===== src/rtl/bit_serializer.sv =====
// Parallel-to-serial converter with programmable length, runtime bit order,
// back-pressure and a one-word holding buffer so consecutive words stream gap-free.
module bit_serializer #(
  parameter int unsigned WIDTH = 20,
  parameter int unsigned LEN_W = $clog2(WIDTH + 1)
) (
  input  logic             clk,
  input  logic             reset,
  input  logic [WIDTH-1:0] in_data,
  input  logic [LEN_W-1:0] in_len,
  input  logic             in_lsb_first,
  input  logic             in_valid,
  output logic             in_ready,
  output logic             out_bit,
  output logic             out_valid,
  input  logic             out_ready,
  output logic             out_last,
  output logic             busy
);

  typedef enum logic {StIdle, StShift} state_e;

  state_e           r_state, w_state_next;
  logic [WIDTH-1:0] r_data, w_data_next;
  logic [LEN_W-1:0] r_cnt, w_cnt_next;
  logic             r_lsb, w_lsb_next;
  logic [WIDTH-1:0] r_pdata, w_pdata_next;
  logic [LEN_W-1:0] r_plen, w_plen_next;
  logic             r_plsb, w_plsb_next;
  logic             r_pvalid, w_pvalid_next;

  logic [LEN_W-1:0] w_len_eff;
  logic [LEN_W-1:0] w_shamt;
  logic [WIDTH-1:0] w_in_aligned;
  logic             w_accept;
  logic             w_xfer;
  logic             w_direct;

  assign w_len_eff = (in_len == '0 || in_len > LEN_W'(WIDTH)) ? LEN_W'(WIDTH) : in_len;
  assign w_shamt   = LEN_W'(WIDTH) - w_len_eff;
  // MSB-first words are left-aligned so the first bit always sits at WIDTH-1.
  assign w_in_aligned = in_lsb_first ? in_data : (in_data << w_shamt);

  assign in_ready  = !r_pvalid;
  assign out_valid = (r_state == StShift);
  assign out_bit   = out_valid & (r_lsb ? r_data[0] : r_data[WIDTH-1]);
  assign out_last  = out_valid & (r_cnt == LEN_W'(1));
  assign busy      = out_valid | r_pvalid;

  assign w_accept = in_valid & in_ready;
  assign w_xfer   = out_valid & out_ready;

  always_comb begin
    w_state_next  = r_state;
    w_data_next   = r_data;
    w_cnt_next    = r_cnt;
    w_lsb_next    = r_lsb;
    w_pdata_next  = r_pdata;
    w_plen_next   = r_plen;
    w_plsb_next   = r_plsb;
    w_pvalid_next = r_pvalid;
    w_direct      = 1'b0;

    unique case (r_state)
      StIdle: begin
        if (w_accept) begin
          w_direct = 1'b1;
        end
      end
      StShift: begin
        if (w_xfer) begin
          if (r_cnt > LEN_W'(1)) begin
            w_data_next = r_lsb ? (r_data >> 1) : (r_data << 1);
            w_cnt_next  = r_cnt - LEN_W'(1);
          end else if (r_pvalid) begin
            w_data_next   = r_pdata;
            w_cnt_next    = r_plen;
            w_lsb_next    = r_plsb;
            w_pvalid_next = 1'b0;
          end else if (w_accept) begin
            w_direct = 1'b1;
          end else begin
            w_state_next = StIdle;
            w_data_next  = '0;
            w_cnt_next   = '0;
          end
        end
      end
      default: w_state_next = StIdle;
    endcase

    if (w_direct) begin
      w_state_next = StShift;
      w_data_next  = w_in_aligned;
      w_cnt_next   = w_len_eff;
      w_lsb_next   = in_lsb_first;
    end else if (w_accept) begin
      w_pdata_next  = w_in_aligned;
      w_plen_next   = w_len_eff;
      w_plsb_next   = in_lsb_first;
      w_pvalid_next = 1'b1;
    end
  end

  always_ff @(posedge clk or negedge reset) begin
    if (!reset) begin
      r_state  <= StIdle;
      r_data   <= '0;
      r_cnt    <= '0;
      r_lsb    <= 1'b0;
      r_pdata  <= '0;
      r_plen   <= '0;
      r_plsb   <= 1'b0;
      r_pvalid <= 1'b0;
    end else begin
      r_state  <= w_state_next;
      r_data   <= w_data_next;
      r_cnt    <= w_cnt_next;
      r_lsb    <= w_lsb_next;
      r_pdata  <= w_pdata_next;
      r_plen   <= w_plen_next;
      r_plsb   <= w_plsb_next;
      r_pvalid <= w_pvalid_next;
    end
  end

endmodule


===== config.mk =====
export PLATFORM = sky130hd
export DESIGN_NAME = bit_serializer
export DESIGN_NICKNAME = d
export VERILOG_FILES = /design/src/rtl/bit_serializer.sv
export SDC_FILE = /design/constraint.sdc
export NUM_CORES = 1
export LEC_CHECK = 0
export CORE_AREA = 8 8 115 117
export DETAILED_ROUTE_END_ITERATION = 6
export DIE_AREA = 0 0 123 125
export DONT_BUFFER_PORTS = 1
export GPL_TIMING_DRIVEN = 1
export SLEW_MARGIN = 25
export SYNTH_ARGS = -nofsm -noshare
export SYNTH_HDL_FRONTEND = slang
export SYNTH_SLANG_ARGS = --single-unit

===== constraint.sdc =====
create_clock -name clk -period 5.5 [get_ports clk]
set_clock_uncertainty 0.2 [all_clocks]
set_input_delay 1.65 -clock clk [delete_from_list [all_inputs] [get_ports clk]]
set_output_delay 1.65 -clock clk [all_outputs]
set_load 0.005 [all_outputs]

==> Word-level counts from Yosys, hierarchy flattened <==
Index checks and enable logic that the tools add are counted.
{ "totals": {"elab_cells": 68, "in_bits": 30, "output_inout_bits": 5, "register_bits": 54} }
{ "classes": {"bitwise_logic": 7, "n_reduce_logical": 9, "mux": 36, "n_eq_ne": 3, "addsub": 2, "order_cmp": 2, "shifts": 1} }
{ "ops": {"columns": ["cell", "n"], "rows": [
  ["two-way mux 20 bit", 8],
  ["two-way mux 5 bit", 7],
  ["two-way mux 1 bit", 20],
  ["left shift 20 x 5 -> 20 bit", 1],
  ["nonzero test 2 bit", 3],
  ["== test 5 x 1 -> 1 bit, second input constant", 1],
  ["> comparator 5 x 1 -> 1 bit, second input constant", 1],
  ["> comparator 5 bit, second input constant", 1],
  ["logical NOT 5 bit", 1],
  ["subtractor 5 x 1 -> 5 bit, second input constant", 1],
  ["subtractor 5 bit, first input constant", 1],
  ["AND 1 bit", 4],
  ["inequality test 4 x 2 -> 1 bit, second input constant", 1],
  ["AND reduction 4 bit", 1],
  ["AND reduction 3 bit", 1],
  ["inequality test 2 bit, second input constant", 1],
  ["NOT 1 bit", 2],
  ["case mux 1 bit (2 select lines)", 1],
  ["AND reduction 2 bit", 1],
  ["logical NOT 1 bit", 1],
  ["logical OR 1 bit", 1],
  ["OR 1 bit", 1]
]} }

==> Depth between registers and ports, before layout <==
{ "logic_depth": {"depth_word": 9, "depth_mapped": 16, "ltp_nobuf": 11} }

==> Worst setup path after synthesis <==
OpenSTA, ideal clock, no wires.
{ "synth_path": {"kind": "input -> register", "startpoint": "in in_len[3]", "endpoint": "reg r_data[16]", "stages": 15, "required_time_ps": 5163, "slack_ps": 885, "setup_ps": 137, "n_path_buf": 6, "arrival_time_ps": 4278, "cell_sequence": "o21ai_2 -> and2_1 -> buf_6 -> inv_4 -> buf_4 -> buf_2 -> ha_1 -> buf_2 -> buf_2 -> buf_2 -> mux4_2 -> a221oi_2 -> nand2_1 -> o22ai_1 -> a21oi_1"} }
{ "synth_between": {"elab_chain_len": 7, "elab_cells_between_ends": 8, "cone_classes": "add/sub: 1; order compare: 1; shift: 1; mux: 3; reduce/logical: 2"} }
{ "synth_lines": {"columns": ["element", "line", "source"], "rows": [
  ["from (decl)", "10", "input logic [LEN_W-1:0] in_len,"],
  ["> comparator 5 bit or logical NOT 5 bit (tied branches)", "39", "assign w_len_eff = (in_len == '0 || in_len > LEN_W'(WIDTH)) ? LEN_W'(WIDTH) : in_len;"],
  ["logical OR 1 bit", "39", null],
  ["two-way mux 5 bit (*)", "39", null],
  ["subtractor 5 bit (*)", "40", "assign w_shamt = LEN_W'(WIDTH) - w_len_eff;"],
  ["left shift 20 x 5 -> 20 bit (*)", "42", "assign w_in_aligned = in_lsb_first ? in_data : (in_data << w_shamt);"],
  ["two-way mux 20 bit (*)", "42", null],
  ["two-way mux 20 bit (*)", "92", "if (w_direct) begin"],
  ["to (signal assigned)", "117", "r_data <= w_data_next;"],
  ["to (decl)", "24", "logic [WIDTH-1:0] r_data, w_data_next;"]
]} }
Mark *: on every way between the ends. The rest lies on a longest branch, timed or not.
A chain may end at the register's enable or synchronous reset.

==> Worst setup path after layout <==
{ "layout_path": {"startpoint": "in in_len[3]", "endpoint": "reg r_data[7]"} }
The elaborated chain is that of the path after synthesis.

==> key figures <==
Clock tree
  • H-tree levels: 2
  • TritonCTS clock tree: built
  • # Post-CTS Setup Buffers: 0
  • Worst-path clk slew: around 70 ps
  • Clk Latency, worst-skew pair: ~290 ps
  • Root Driver: clkbuf_16
  • Sink Count: 54
  • Max Buffers Root-to-Sink: 2
  • Hold-fix buffers at CTS: 0
  • Num CTS Buffers: 5
  • Post-CTS sizing: 0

Synth
  • Share of the synthesized area in the top cell type: 30.4%
  • Most used DFF post-synth: dfrtp_1
  • Main area contributors after synthesis: dfrtp_1, mux2i_1, nand2_1
  • Netlist Area Pre-Place: around 0.0045 sq mm
  • Seq/Total Area, Yosys: 30.4%
  • Post-Syn Instances: 547
  • Syn. warnings: 0
  • Post-synth EDFFs: 0
  • Seq cells post-synth: between 50 and 60
  • Synth cell types: 64
  • Syn_nets: 580
  • Syn Area/Cell: 8.14 sq um
  • Async set or reset register ratio after synthesis: between 90% and 100%
  • Largest area contributor in the netlist: dfrtp_1

STA
  • Final min period: 4380 ps
  • Setup tns final: 0 ps
  • Final setup vio count: 0
  • Final period util: about four fifths
  • Fmax: ~230 MHz
  • Worst slew pin tran: between 1000 and 1500 ps
  • Final setup margin: about 1100 ps
  • Endpoints failing hold: 0
  • RSZ-0062 raised after global routing: false
  • Rel. slew slack: roughly a third
  • Final Slew Violations: 0

Finish
  • Filler instances: 1,214
  • Share of layout cells above drive strength 1: under 10%
  • Area growth, synth to finish: 5.06%
  • Post-Layout Cell Count: between 600 and 700
  • Nets: 550
  • Antenna fix cells: 0
  • Post-route cell area: approximately 0.0047 sq mm

Place
  • Post-DP Area: around 0.0045 sq mm
  • IO Port Bufs: 0
  • Placed cell count: roughly 660
  • Dpl ws: 849 ps
  • Final HPWL DP: ~10,000 um
  • GP Congestion: approximately 1

Power
  • Lkg Pwr: around 1.9 nW
  • PnR Total Power: 2.12 mW
  • PD cells: ~450 mW/mm^2
  • Max VDD drop: around 0.00018 V

Global routing
  • Via count of the first global-routing pass: between 3,000 and 4,000
  • Total grt overflow: 0
  • Global-route wire length before repair: 22,500 um
  • Total track usage: between 10% and 20%
  • Pin count of the biggest net entering global routing: 55
  • Initial antenna violation count: 0

Drt
  • Via density: around 6.3
  • Post-Route WL: roughly 14,000 um
  • Post-route ant nets: 0
  • DR vias: 4,169
  • Post-route DRC: 0
  • 1st-pass router iterations: 5
  • DRT iter0 DRCs: 351
  • Drt wl/cell: roughly 21 um

Critical path
  • Worst-path fanout max: 15
  • WP data arrival: 4360 ps
  • CP endpoint kind: register
  • Startpoint types: input port
  • WS Path Type: in2reg
  • Critical path required time: 5490 ps

Die
  • Die ar.: 0.0154 sq mm
  • Die height: roughly 130 um
  • Rows: 40
  • Die Width: around 120 um
  • Starting Density: 38.3%
  • CORE AREA: between 0.01 and 0.015 sq mm
  • Ports: 35

Run status
  • Status: completed

Min path
  • Min-Delay Path Class: reg2reg

Flow run
  • Max Cap Violations: 0
==> worst paths after layout <==
kind / slack, ps / cells after the start / to / from
max: 1120 / 11 / r_data[7] / in_len[3]
min: 280 / 2 / r_pdata[17] / r_pdata[17]
max reg2reg: 2210 / 9 / r_cnt[1] / r_cnt[3]
min reg2reg: 280 / 2 / r_pdata[17] / r_pdata[17]
max in group asynchronous: 4150 / 0 / r_pdata[12] / reset
min in group asynchronous: 850 / 0 / r_plen[0] / reset
==> per-stage QoR <==
| stage | util (%) | hold WS, ps |
|---|---|---|
| finish | 40.3 | 284 |
| CTS | 40.3 | 285 |
| global placement | 38.9 | 258 |
| global route | 40.3 | 300 |
| floorplan | - | 242 |
| detailed placement | 38.9 | 266 |
==> flip-flops by register name, indices dropped and copies added, names as in the netlist <==
signal and count:
r_data 20, out_valid 1, r_plsb 1, r_lsb 1
r_cnt 5, r_pdata 20, r_plen 5, r_pvalid 1
==> cell usage after synthesis (4+ instances only) <==
cell / count
a2111oi_0: 7
a211oi_1: 5
a21oi_1: 43
a22oi_1: 5
a31oi_1: 9
a32oi_1: 5
a41oi_1: 4
and3_1: 5
buf_2: 10
clkbuf_1: 35
dfrtp_1: 54
inv_1: 6
mux2_2: 7
mux2i_1: 45
mux4_2: 7
nand2_1: 76
nand3_1: 30
nor2_1: 30
nor2b_1: 7
nor3_1: 9
o2111ai_1: 8
o21a_1: 8
o21ai_0: 52
o21ai_1: 11
o22ai_1: 7
o31ai_1: 4
==> per-layer routing <==
metal	GRT usage (%)	wire length, um
met5	0	0
met1	26.1	6260
met3	4.68	1250
met4	4.68	263
met2	26.8	6320
==> kinds of logic (layout without fill, tap and decap cells) <==
group	after synthesis	in the layout	share of synthesized area (%)
AND/OR/NAND/NOR	178	178	18.5
multiplexers	63	63	16.9
AO/OA/AOI/OAI	190	190	27.2
buffers and inverters	56	27	5.57
flip-flops	54	54	30.4
XOR/XNOR	3	3	0.590
adder cells (fa/ha/maj)	3	3	0.843
==> where the power goes <==
part	switching, mW	total (mW)	internal [mW]	leakage, nW
Combinational	0.573	0.999	0.426	1.14
Clock	0.143	0.359	0.216	0.0781
Sequential	0.172	0.759	0.587	0.655
Total	0.889	2.12	1.23	1.88
==> layout make-up <==
class,count,area [sq um],share of cell area [%]
timing repair buffer,12,90.1,1.93
inverter,7,28.8,0.615
clock inverter,1,30.0,0.642
tap,147,184,3.93
sequential,54,1350,28.9
clock buffer,7,133,2.84
multi-input combinational,437,2860,61.1
==> layout by cell type (no fill, tap or decap), types with 6 or more instances in the layout <==
master / count
a31oi_1: 9
a2111oi_0: 7
nor3_1: 9
dfrtp_1: 54
mux2_2: 7
a21oi_1: 42
nand3_1: 30
o21a_1: 8
o21ai_1: 10
inv_1: 6
mux2i_1: 45
buf_4: 12
nand2_1: 76
o2111ai_1: 8
nor2b_1: 7
nor2_1: 30
o22ai_1: 7
o21ai_0: 52
mux4_2: 7
==> worst max-delay path, cell delays in order <==
cell     delay (ps)
o21ai_2         210
and2_1          230
inv_4            40
ha_1            530
buf_4           320
mux2i_1         370
mux2i_1         200
mux2_1          330
a22oi_1         230
o21ai_1         110
o21a_1          140
Power figures use the tool's default switching activity.
